===== src/rtl/traffic_pkg.sv =====
// Shared lamp-bus definitions for the traffic conflict monitor: lamp codes,
// approach slicing, fault causes and monitor state encoding.
package traffic_pkg;

  typedef enum logic [1:0] {
    LAMP_RED     = 2'b00,
    LAMP_YELLOW  = 2'b01,
    LAMP_GREEN   = 2'b10,
    LAMP_ILLEGAL = 2'b11
  } lamp_e;

  localparam int APP_WEST  = 0;
  localparam int APP_SOUTH = 1;
  localparam int APP_EAST  = 2;
  localparam int APP_NORTH = 3;
  localparam int NUM_APPROACHES = 4;

  typedef enum logic [2:0] {
    FLT_NONE        = 3'd0,
    FLT_INVALID     = 3'd1,
    FLT_CONFLICT    = 3'd2,
    FLT_SKIP_YELLOW = 3'd3,
    FLT_STUCK       = 3'd4
  } fault_e;

  typedef enum logic [1:0] {
    ST_MONITOR = 2'd0,
    ST_ALLRED  = 2'd1,
    ST_FLASH   = 2'd2,
    ST_REARM   = 2'd3
  } mon_state_e;

  localparam logic [7:0] ALL_RED    = 8'h00;
  localparam logic [7:0] ALL_YELLOW = 8'h55;

  // Approach index 0 is west (bits 1:0), index 3 is north (bits 7:6).
  function automatic logic [1:0] lamp_of(input logic [7:0] bus, input int app);
    return bus[2*app +: 2];
  endfunction

  function automatic logic [3:0] lamp_mask(input logic [7:0] bus, input lamp_e code);
    logic [3:0] m;
    for (int i = 0; i < NUM_APPROACHES; i++) begin
      m[i] = (lamp_of(bus, i) == code);
    end
    return m;
  endfunction

endpackage


===== src/rtl/lamp_flash_gen.sv =====
// Half-period divider for the fault flash pattern; held at phase 0 while idle.
module lamp_flash_gen #(
  parameter int unsigned FLASH_TICKS = 25000000
) (
  input  logic clk,
  input  logic reset,
  input  logic enable,
  output logic phase,
  output logic wrap
);

  localparam int CW = $clog2(FLASH_TICKS + 1);
  localparam logic [CW-1:0] LAST = CW'(FLASH_TICKS - 1);

  logic [CW-1:0] cnt;

  // wrap marks the last cycle of a half-period so the owner can update its
  // registered output in step with the phase flip.
  assign wrap = enable && (cnt == LAST);

  always_ff @(posedge clk or negedge reset) begin
    if (!reset) begin
      cnt   <= '0;
      phase <= 1'b0;
    end else if (!enable) begin
      cnt   <= '0;
      phase <= 1'b0;
    end else if (cnt == LAST) begin
      cnt   <= '0;
      phase <= ~phase;
    end else begin
      cnt <= cnt + 1'b1;
    end
  end

endmodule


===== src/rtl/traffic_conflict_monitor.sv =====
// Safety stage between the traffic light controller and the board pins:
// passes legal lamp patterns through, forces all-red then flashing on a fault.
module traffic_conflict_monitor
  import traffic_pkg::*;
#(
  parameter int unsigned FREQ          = 50000000,
  parameter int unsigned MAX_GREEN_SEC = 8,
  parameter int unsigned ALLRED_SEC    = 2,
  parameter int unsigned FLASH_TICKS   = 25000000
) (
  input  logic       clk,
  input  logic       reset,
  input  logic [7:0] lamp_in,
  input  logic       fault_clr,
  output logic [7:0] lamp_out,
  output logic       fault,
  output logic [2:0] fault_code,
  output logic [7:0] fault_cnt
);

  localparam int unsigned GREEN_LIMIT   = MAX_GREEN_SEC * FREQ;
  localparam int unsigned ALLRED_CYCLES = ALLRED_SEC * FREQ;
  localparam int GW = $clog2(GREEN_LIMIT + 1);
  localparam int AW = $clog2(ALLRED_CYCLES + 1);
  localparam logic [GW-1:0] GREEN_MAX   = GW'(GREEN_LIMIT);
  localparam logic [AW-1:0] ALLRED_LAST = AW'(ALLRED_CYCLES - 1);

  mon_state_e    state;
  logic [7:0]    prev;
  logic [GW-1:0] green_cnt;
  logic [GW-1:0] green_nxt;
  logic [AW-1:0] allred_cnt;
  logic [3:0]    grn_in;
  logic [3:0]    grn_prev;
  logic [3:0]    red_in;
  logic          illegal_in;
  logic          clr_ok;
  logic          rearm_ok;
  logic          flash_phase;
  logic          flash_wrap;
  fault_e        viol;

  lamp_flash_gen #(
    .FLASH_TICKS(FLASH_TICKS)
  ) u_flash (
    .clk   (clk),
    .reset (reset),
    .enable(state == ST_FLASH),
    .phase (flash_phase),
    .wrap  (flash_wrap)
  );

  assign fault = (state != ST_MONITOR);

  // Violation checks in priority order; the green run length only continues
  // when the same single approach was the only green last cycle too.
  always_comb begin
    grn_in     = lamp_mask(lamp_in, LAMP_GREEN);
    grn_prev   = lamp_mask(prev, LAMP_GREEN);
    red_in     = lamp_mask(lamp_in, LAMP_RED);
    illegal_in = |lamp_mask(lamp_in, LAMP_ILLEGAL);
    clr_ok     = !illegal_in && $onehot0(grn_in);
    rearm_ok   = !illegal_in && (grn_in == 4'b0000);

    green_nxt = '0;
    if ($onehot(grn_in)) begin
      if (grn_in == grn_prev) begin
        green_nxt = (green_cnt == GREEN_MAX) ? green_cnt : green_cnt + 1'b1;
      end else begin
        green_nxt = GW'(1);
      end
    end

    viol = FLT_NONE;
    if (illegal_in) begin
      viol = FLT_INVALID;
    end else if (!$onehot0(grn_in)) begin
      viol = FLT_CONFLICT;
    end else if (|(grn_prev & red_in)) begin
      viol = FLT_SKIP_YELLOW;
    end else if (green_nxt == GREEN_MAX) begin
      viol = FLT_STUCK;
    end
  end

  always_ff @(posedge clk or negedge reset) begin
    if (!reset) begin
      state      <= ST_MONITOR;
      lamp_out   <= ALL_RED;
      prev       <= ALL_YELLOW;
      fault_code <= FLT_NONE;
      fault_cnt  <= '0;
      green_cnt  <= '0;
      allred_cnt <= '0;
    end else begin
      prev      <= lamp_in;
      green_cnt <= green_nxt;
      case (state)
        ST_MONITOR: begin
          if (viol != FLT_NONE) begin
            state      <= ST_ALLRED;
            lamp_out   <= ALL_RED;
            fault_code <= viol;
            allred_cnt <= '0;
            if (fault_cnt != 8'hFF) fault_cnt <= fault_cnt + 1'b1;
          end else begin
            lamp_out <= lamp_in;
          end
        end
        ST_ALLRED: begin
          lamp_out <= ALL_RED;
          if (allred_cnt == ALLRED_LAST) begin
            state    <= ST_FLASH;
            lamp_out <= ALL_YELLOW;
          end else begin
            allred_cnt <= allred_cnt + 1'b1;
          end
        end
        ST_FLASH: begin
          // A refused clear is simply dropped; software must request again.
          if (fault_clr && clr_ok) begin
            state    <= ST_REARM;
            lamp_out <= ALL_RED;
          end else if (flash_wrap) begin
            lamp_out <= flash_phase ? ALL_YELLOW : ALL_RED;
          end
        end
        ST_REARM: begin
          lamp_out <= ALL_RED;
          if (rearm_ok) begin
            state      <= ST_MONITOR;
            fault_code <= FLT_NONE;
            green_cnt  <= '0;
          end
        end
        default: state <= ST_MONITOR;
      endcase
    end
  end

endmodule


===== config.mk =====
export PLATFORM = sky130hd
export DESIGN_NAME = traffic_conflict_monitor
export DESIGN_NICKNAME = d
export VERILOG_FILES = /design/src/rtl/traffic_pkg.sv /design/src/rtl/lamp_flash_gen.sv /design/src/rtl/traffic_conflict_monitor.sv
export SDC_FILE = /design/constraint.sdc
export NUM_CORES = 1
export LEC_CHECK = 0
export CELL_PAD_IN_SITES_DETAIL_PLACEMENT = 1
export CELL_PAD_IN_SITES_GLOBAL_PLACEMENT = 1
export CORE_UTILIZATION = 25
export DETAILED_ROUTE_END_ITERATION = 7
export PLACE_DENSITY = 0.54
export SLEW_MARGIN = 10
export SYNTH_ARGS = -nofsm -noshare
export SYNTH_HDL_FRONTEND = slang
export SYNTH_HIERARCHICAL = 1
export SYNTH_SLANG_ARGS = --single-unit

===== constraint.sdc =====
create_clock -name clk -period 4.6 [get_ports clk]
set_clock_uncertainty 0.05 [all_clocks]
set_input_delay 1.15 -clock clk [delete_from_list [all_inputs] [get_ports clk]]
set_output_delay 1.15 -clock clk [all_outputs]
set_load 0.01 [all_outputs]

======== Yosys cells after proc, flatten, opt, wreduce, memory -nomap -nowiden ========
Cells that the tools add are included.
cells by class
  $add $sub $neg .......................... 7
  magnitude comparators ................... 1
  eq/ne operators ......................... 29
  muxes and demuxes ....................... 30
  bitwise logic cells ..................... 2
  reduce and logical (&&, ||, !) cells .... 21
operators with widths
  operator                                       number
  two-way mux 29 bit                             5
  equality test 29 bit, second input constant    2
  two-way mux 27 bit                             2
  case mux 27 bit (2 select lines)               1
  two-way mux 25 bit                             2
  case mux 8 bit (4 select lines)                1
  adder 29 x 1 -> 29 bit, second input constant  1
  equality test 2 bit, second input constant     14
  adder 27 x 1 -> 27 bit, second input constant  1
  equality test 27 bit, second input constant    1
  adder 25 x 1 -> 25 bit, second input constant  1
  equality test 25 bit, second input constant    1
  two-way mux 8 bit                              3
  two-way mux 3 bit                              6
  two-way mux 7 bit                              2
  inequality test 2 bit, second input constant   6
  zero test 2 bit                                5
  AND reduction 3 bit                            3
  adder 8 x 1 -> 8 bit, second input constant    1
  two-way mux 2 bit                              4
  inequality test 8 bit, second input constant   1
  case mux 2 bit (4 select lines)                1
  OR reduction 4 bit                             2
  case mux 3 bit (2 select lines)                1
  16 further kinds                               23
storage, ports and cells
  register bits ........................... 111
  bits of input ports ..................... 11
  output and inout bits ................... 20
  word-level logic and storage cells ...... 99

======== Longest topological paths before layout ========
  depth in word-level cells ............... 13
  mapped depth ............................ 17
  mapped depth without buffers ............ 15

======== By module ========
The synthesis kept the hierarchy.
modules (own cells, without submodules)
  module                    times used  cells an instance  area an instance (sq um)  sequential area each (sq um)
  traffic_conflict_monitor  1           537                4,929.7                   2,132.0
  lamp_flash_gen            1           144                1,385.1                   650.6

======== Worst setup path before layout ========
OpenSTA, ideal clock, no wires.
  path type ............................... input to register
  from .................................... in lamp_in[1]
  to ...................................... reg allred_cnt[23]
  library setup time ...................... 0.074 ns
  data arrival time ....................... 4.538 ns
  data required time ...................... 4.476 ns
  path slack .............................. -0.062 ns
  stages .................................. 14
  path buffers ............................ 1
  path through ............................ nor2b_1 fa_1 ha_1 inv_1 ha_1 nand4_1 nor4bb_1 nand4_1 nor4_1 nand4_2 a21o_1 buf_2 or4_4 a21oi_2
on the way
  longest elaborated chain between the ends .. 13
  elaborated cells on any way between the ends .. 21
  those cells by class .................... add/sub: 2; order compare: 1; eq/ne: 6; mux: 6; bitwise: 1; reduce/logical: 5
ends and longest elaborated chain
  item                                        RTL line                                                        source
  from (decl)                                 traffic_conflict_monitor.sv:13                                  input logic [7:0] lamp_in,
  equality test 2 bit                         traffic_pkg.sv:44                                               m[i] = (lamp_of(bus, i) == code);
  adder 1 x 1 -> 2 bit (not written as such)  traffic_conflict_monitor.sv:66, traffic_conflict_monitor.sv:77
  adder 2 x 2 -> 3 bit (not written as such)  traffic_conflict_monitor.sv:66, traffic_conflict_monitor.sv:77
  equality test 3 x 1 -> 1 bit                traffic_conflict_monitor.sv:66                                  if ($onehot(grn_in)) begin
  two-way mux 29 bit                          traffic_conflict_monitor.sv:66
  equality test 29 bit                        traffic_conflict_monitor.sv:81                                  end else if (green_nxt == GREEN_MAX) begin
  two-way mux 3 bit                           traffic_conflict_monitor.sv:81
  two-way mux 3 bit                           traffic_conflict_monitor.sv:79                                  end else if (|(grn_prev & red_in)) begin
  two-way mux 3 bit                           traffic_conflict_monitor.sv:77                                  end else if (!$onehot0(grn_in)) begin
  two-way mux 3 bit *                         traffic_conflict_monitor.sv:75                                  if (illegal_in) begin
  nonzero test 3 bit *                        traffic_conflict_monitor.sv:100                                 if (viol != FLT_NONE) begin
  inequality test 2 bit (no line) *           -
  AND reduction 3 bit (no line) *             -
  to (signal assigned)                        traffic_conflict_monitor.sv:116                                 allred_cnt <= allred_cnt + 1'b1;
  to (decl)                                   traffic_conflict_monitor.sv:32                                  logic [AW-1:0] allred_cnt;
Every way passes the cells marked *; elsewhere a longest branch is shown, timed or not.
A chain may end at the register's enable or synchronous reset.

======== Final worst setup path ========
Ends and elaborated chain as after synthesis.

==> metrics.txt <==
num rows=57; critical path arrival=4.63 ns; GPL Wtd Cong=0.789; PD cells=381 mW/mm^2; Worst Setup Start Kind=primary input; status=complete, no violations; syn_nets=707; Post-route DRC=0; EDFF count, synth=0; synth unique cells=67; initial antenna violation count=0; gr usage total=0.143; Tot Pwr=2.94 mW; total number of vias=5326; warning count from the yosys run=6; Worst setup EP type=flop; drt wl/cell=around 16 um; placed inst area=a little over 0.007 mm^2; Slew @ Worst Pin=0.679 ns; part of the Yosys area used for sequential elements=0.441; fin crit share=0.954; CTS tree=yes; worst-case clock buffer depth=2; Core Box Area=0.0245 mm^2; pin count of the biggest net entering global routing=67; Area growth, synth to finish=22.0%; hpwl dp=12800 um; Tmin final=4.39 ns; Slew Viols, Final=0; number of synthesized register bits=111; port bufs=30; Crit Path Max Fanout=7; Mapped Cells=681; CP top delay family=simple AND/OR/NAND/NOR gates; Max IR drop VDD=0.178 mV; Die H=161 um; Iter 0 DRT Violations=182; commonest non-fill, non-tap cell in the layout=dfrtp_1; share of cells above drive strength 1=0.154; Die W=about 160 um; vias in the first global route=5907; Clock H-tree levels=3; Initial Util=0.257; crit-path max cell delay=about 0.50 ns; final WL=17400 um; first-pass GRT wire length=29700 um; Via density=between 4 and 5; max-capacitance violation count=0; post-detailed-route count of antenna-violating nets=0; worst path cell trace=dlygate4sd2_1, nor2b_4, fa_1, ha_2, inv_1, ha_2, nand4_1, nor4bb_4, nand4_1, nor4_2, buf_4, nand4_4, a21o_4, buf_12, or4_4, a21oi_2; Worst EP required=about 4.8 ns; Worst Slack Setup Final=0.210 ns; most frequent cells in the layout=dfrtp_1 (107), nor2_1 (71), nand2_1 (58); Fmax=approximately 230 MHz; final setup vio count=0; Slew Limit Headroom=0.542; DIE AREA=0.0259 mm^2; fillers=2851; GRT overflow=0; final instance area=0.00771 mm^2; mapped cell area=0.00631 mm^2; worst path bufs/invs=4; Inserted Clock Buffers=9; Leak Pwr=2.99 nW; io pins=31; setup_tns=0 ns; ys async rst share=1.00; Detailed Routing Iterations Pass 1=4; Clk Latency, worst-skew pair=0.37 ns; Post-layout nets=770; clock sink count=111; RSZ-0062 raised after global routing=no; Worst Path Class, Setup=primary input to flop; Final Hold Fails=0; average size of a mapped cell=9.27 um^2; final core utilization=0.314; worst slack at placement=-0.691 ns; Slowest cell on crit path=or4_4; Top FF cell, synth=dfrtp_1; HP Class=flop to flop; Clock transition at path regs=0.08 ns; Root Driver=clkbuf_16; ant diodes=0
[synthesized netlist by cell type (all sizes together), types with 14 or more instances]
| master | instances | area [um^2] |
|---|---|---|
| dfrtp | 107 | 2680 |
| nor2 | 71 | 267 |
| nand2 | 58 | 218 |
| a21oi | 41 | 216 |
| inv | 36 | 135 |
| xnor2 | 33 | 289 |
| nand3 | 31 | 178 |
| nand4 | 29 | 194 |
| o21ai | 24 | 120 |
| xor2 | 20 | 175 |
| or4 | 18 | 150 |
| or3 | 17 | 109 |
| o31ai | 16 | 120 |
| and3 | 15 | 93.8 |
| clkbuf | 15 | 56.3 |
| buf | 14 | 75.1 |
| ha | 14 | 175 |
[registers in the layout, indices dropped and copies added, names as in the netlist]
signal	cells
prev	8
fault_cnt	8
u_flash/cnt	25
lamp_out	8
fault_code	3
u_flash/phase	1
state	2
green_cnt	29
allred_cnt	27
[worst paths after layout]
check	end	start	cells past startpoint	slack [ns]
max	allred_cnt[23]	lamp_in[1]	16	0.21
min	fault_cnt[5]	fault_cnt[5]	1	0.45
max reg2reg	allred_cnt[23]	green_cnt[0]	12	0.87
min reg2reg	fault_cnt[5]	fault_cnt[5]	1	0.45
max in group asynchronous	prev[6]	reset	2	2.93
min in group asynchronous	green_cnt[10]	reset	1	0.74
[cell type report]
class	count	area [um^2]	area share
Clock inverter	6	55.1	0.00714
Multi-Input combinational cell	505	3350	0.434
Timing Repair Buffer	81	752	0.0976
Inverter	36	135	0.0175
Sequential cell	111	2780	0.361
Tap cell	324	405	0.0526
Clock buffer	10	229	0.0297
[what timing repair did]
item / in CTS / in global routing
hold buffers: 0 / 0
setup buffers: 11 / 0
endpoints found under the setup margin: 35 / 17
gates cloned: 1 / 0
pin swaps: 8 / 2
gates resized for setup: 19 / 4
[worst reg2reg max path: stages (launching register included)]
cell and delay (ns):
dfrtp_1 0.45, ha_1 0.39, and4_1 0.39, and2_1 0.35, nand2_1 0.16, xor2_1 0.21
nor4_2 0.36, buf_4 0.19, nand4_4 0.10, a21o_4 0.26, buf_12 0.13, or4_4 0.50
a21oi_2 0.13
[cells by family after synthesis]
| kind of cell | share of synthesized area |
|---|---|
| compound gates | 0.131 |
| xor+xnor | 0.0735 |
| fa+ha+maj | 0.0309 |
| buf+inv | 0.0422 |
| flops | 0.441 |
| mux | 0.00872 |
| simple gates | 0.273 |
[through the flow]
| step | hold slack [ns] | instances |
|---|---|---|
| 2_1_floorplan | 0.438 | 681 |
| 3_3_place_gp | 0.436 | 1045 |
| 3_5_place_dp | 0.443 | 1045 |
| 4_1_cts | 0.456 | 1073 |
| 5_1_grt | 0.495 | 1073 |
| 6_report | 0.445 | 1073 |
[report_power, final]
part / total, mW / switching, mW / internal [mW]
Combinational: 1.01 / 0.519 / 0.493
Sequential: 1.15 / 0.0882 / 1.06
Clock: 0.776 / 0.399 / 0.377
Total: 2.94 / 1.01 / 1.93
[per-layer routing]
layer  routed length [um]  vias to the layer above  GRT usage
met5                    0                        -          0
met4                  404                        0     0.0515
met3                  317                       20     0.0227
met2                 8900                       43      0.256
met1                 7780                     2703      0.171
li1                     -                     2560          -
No activity file was read; power rests on OpenSTA's default activity.
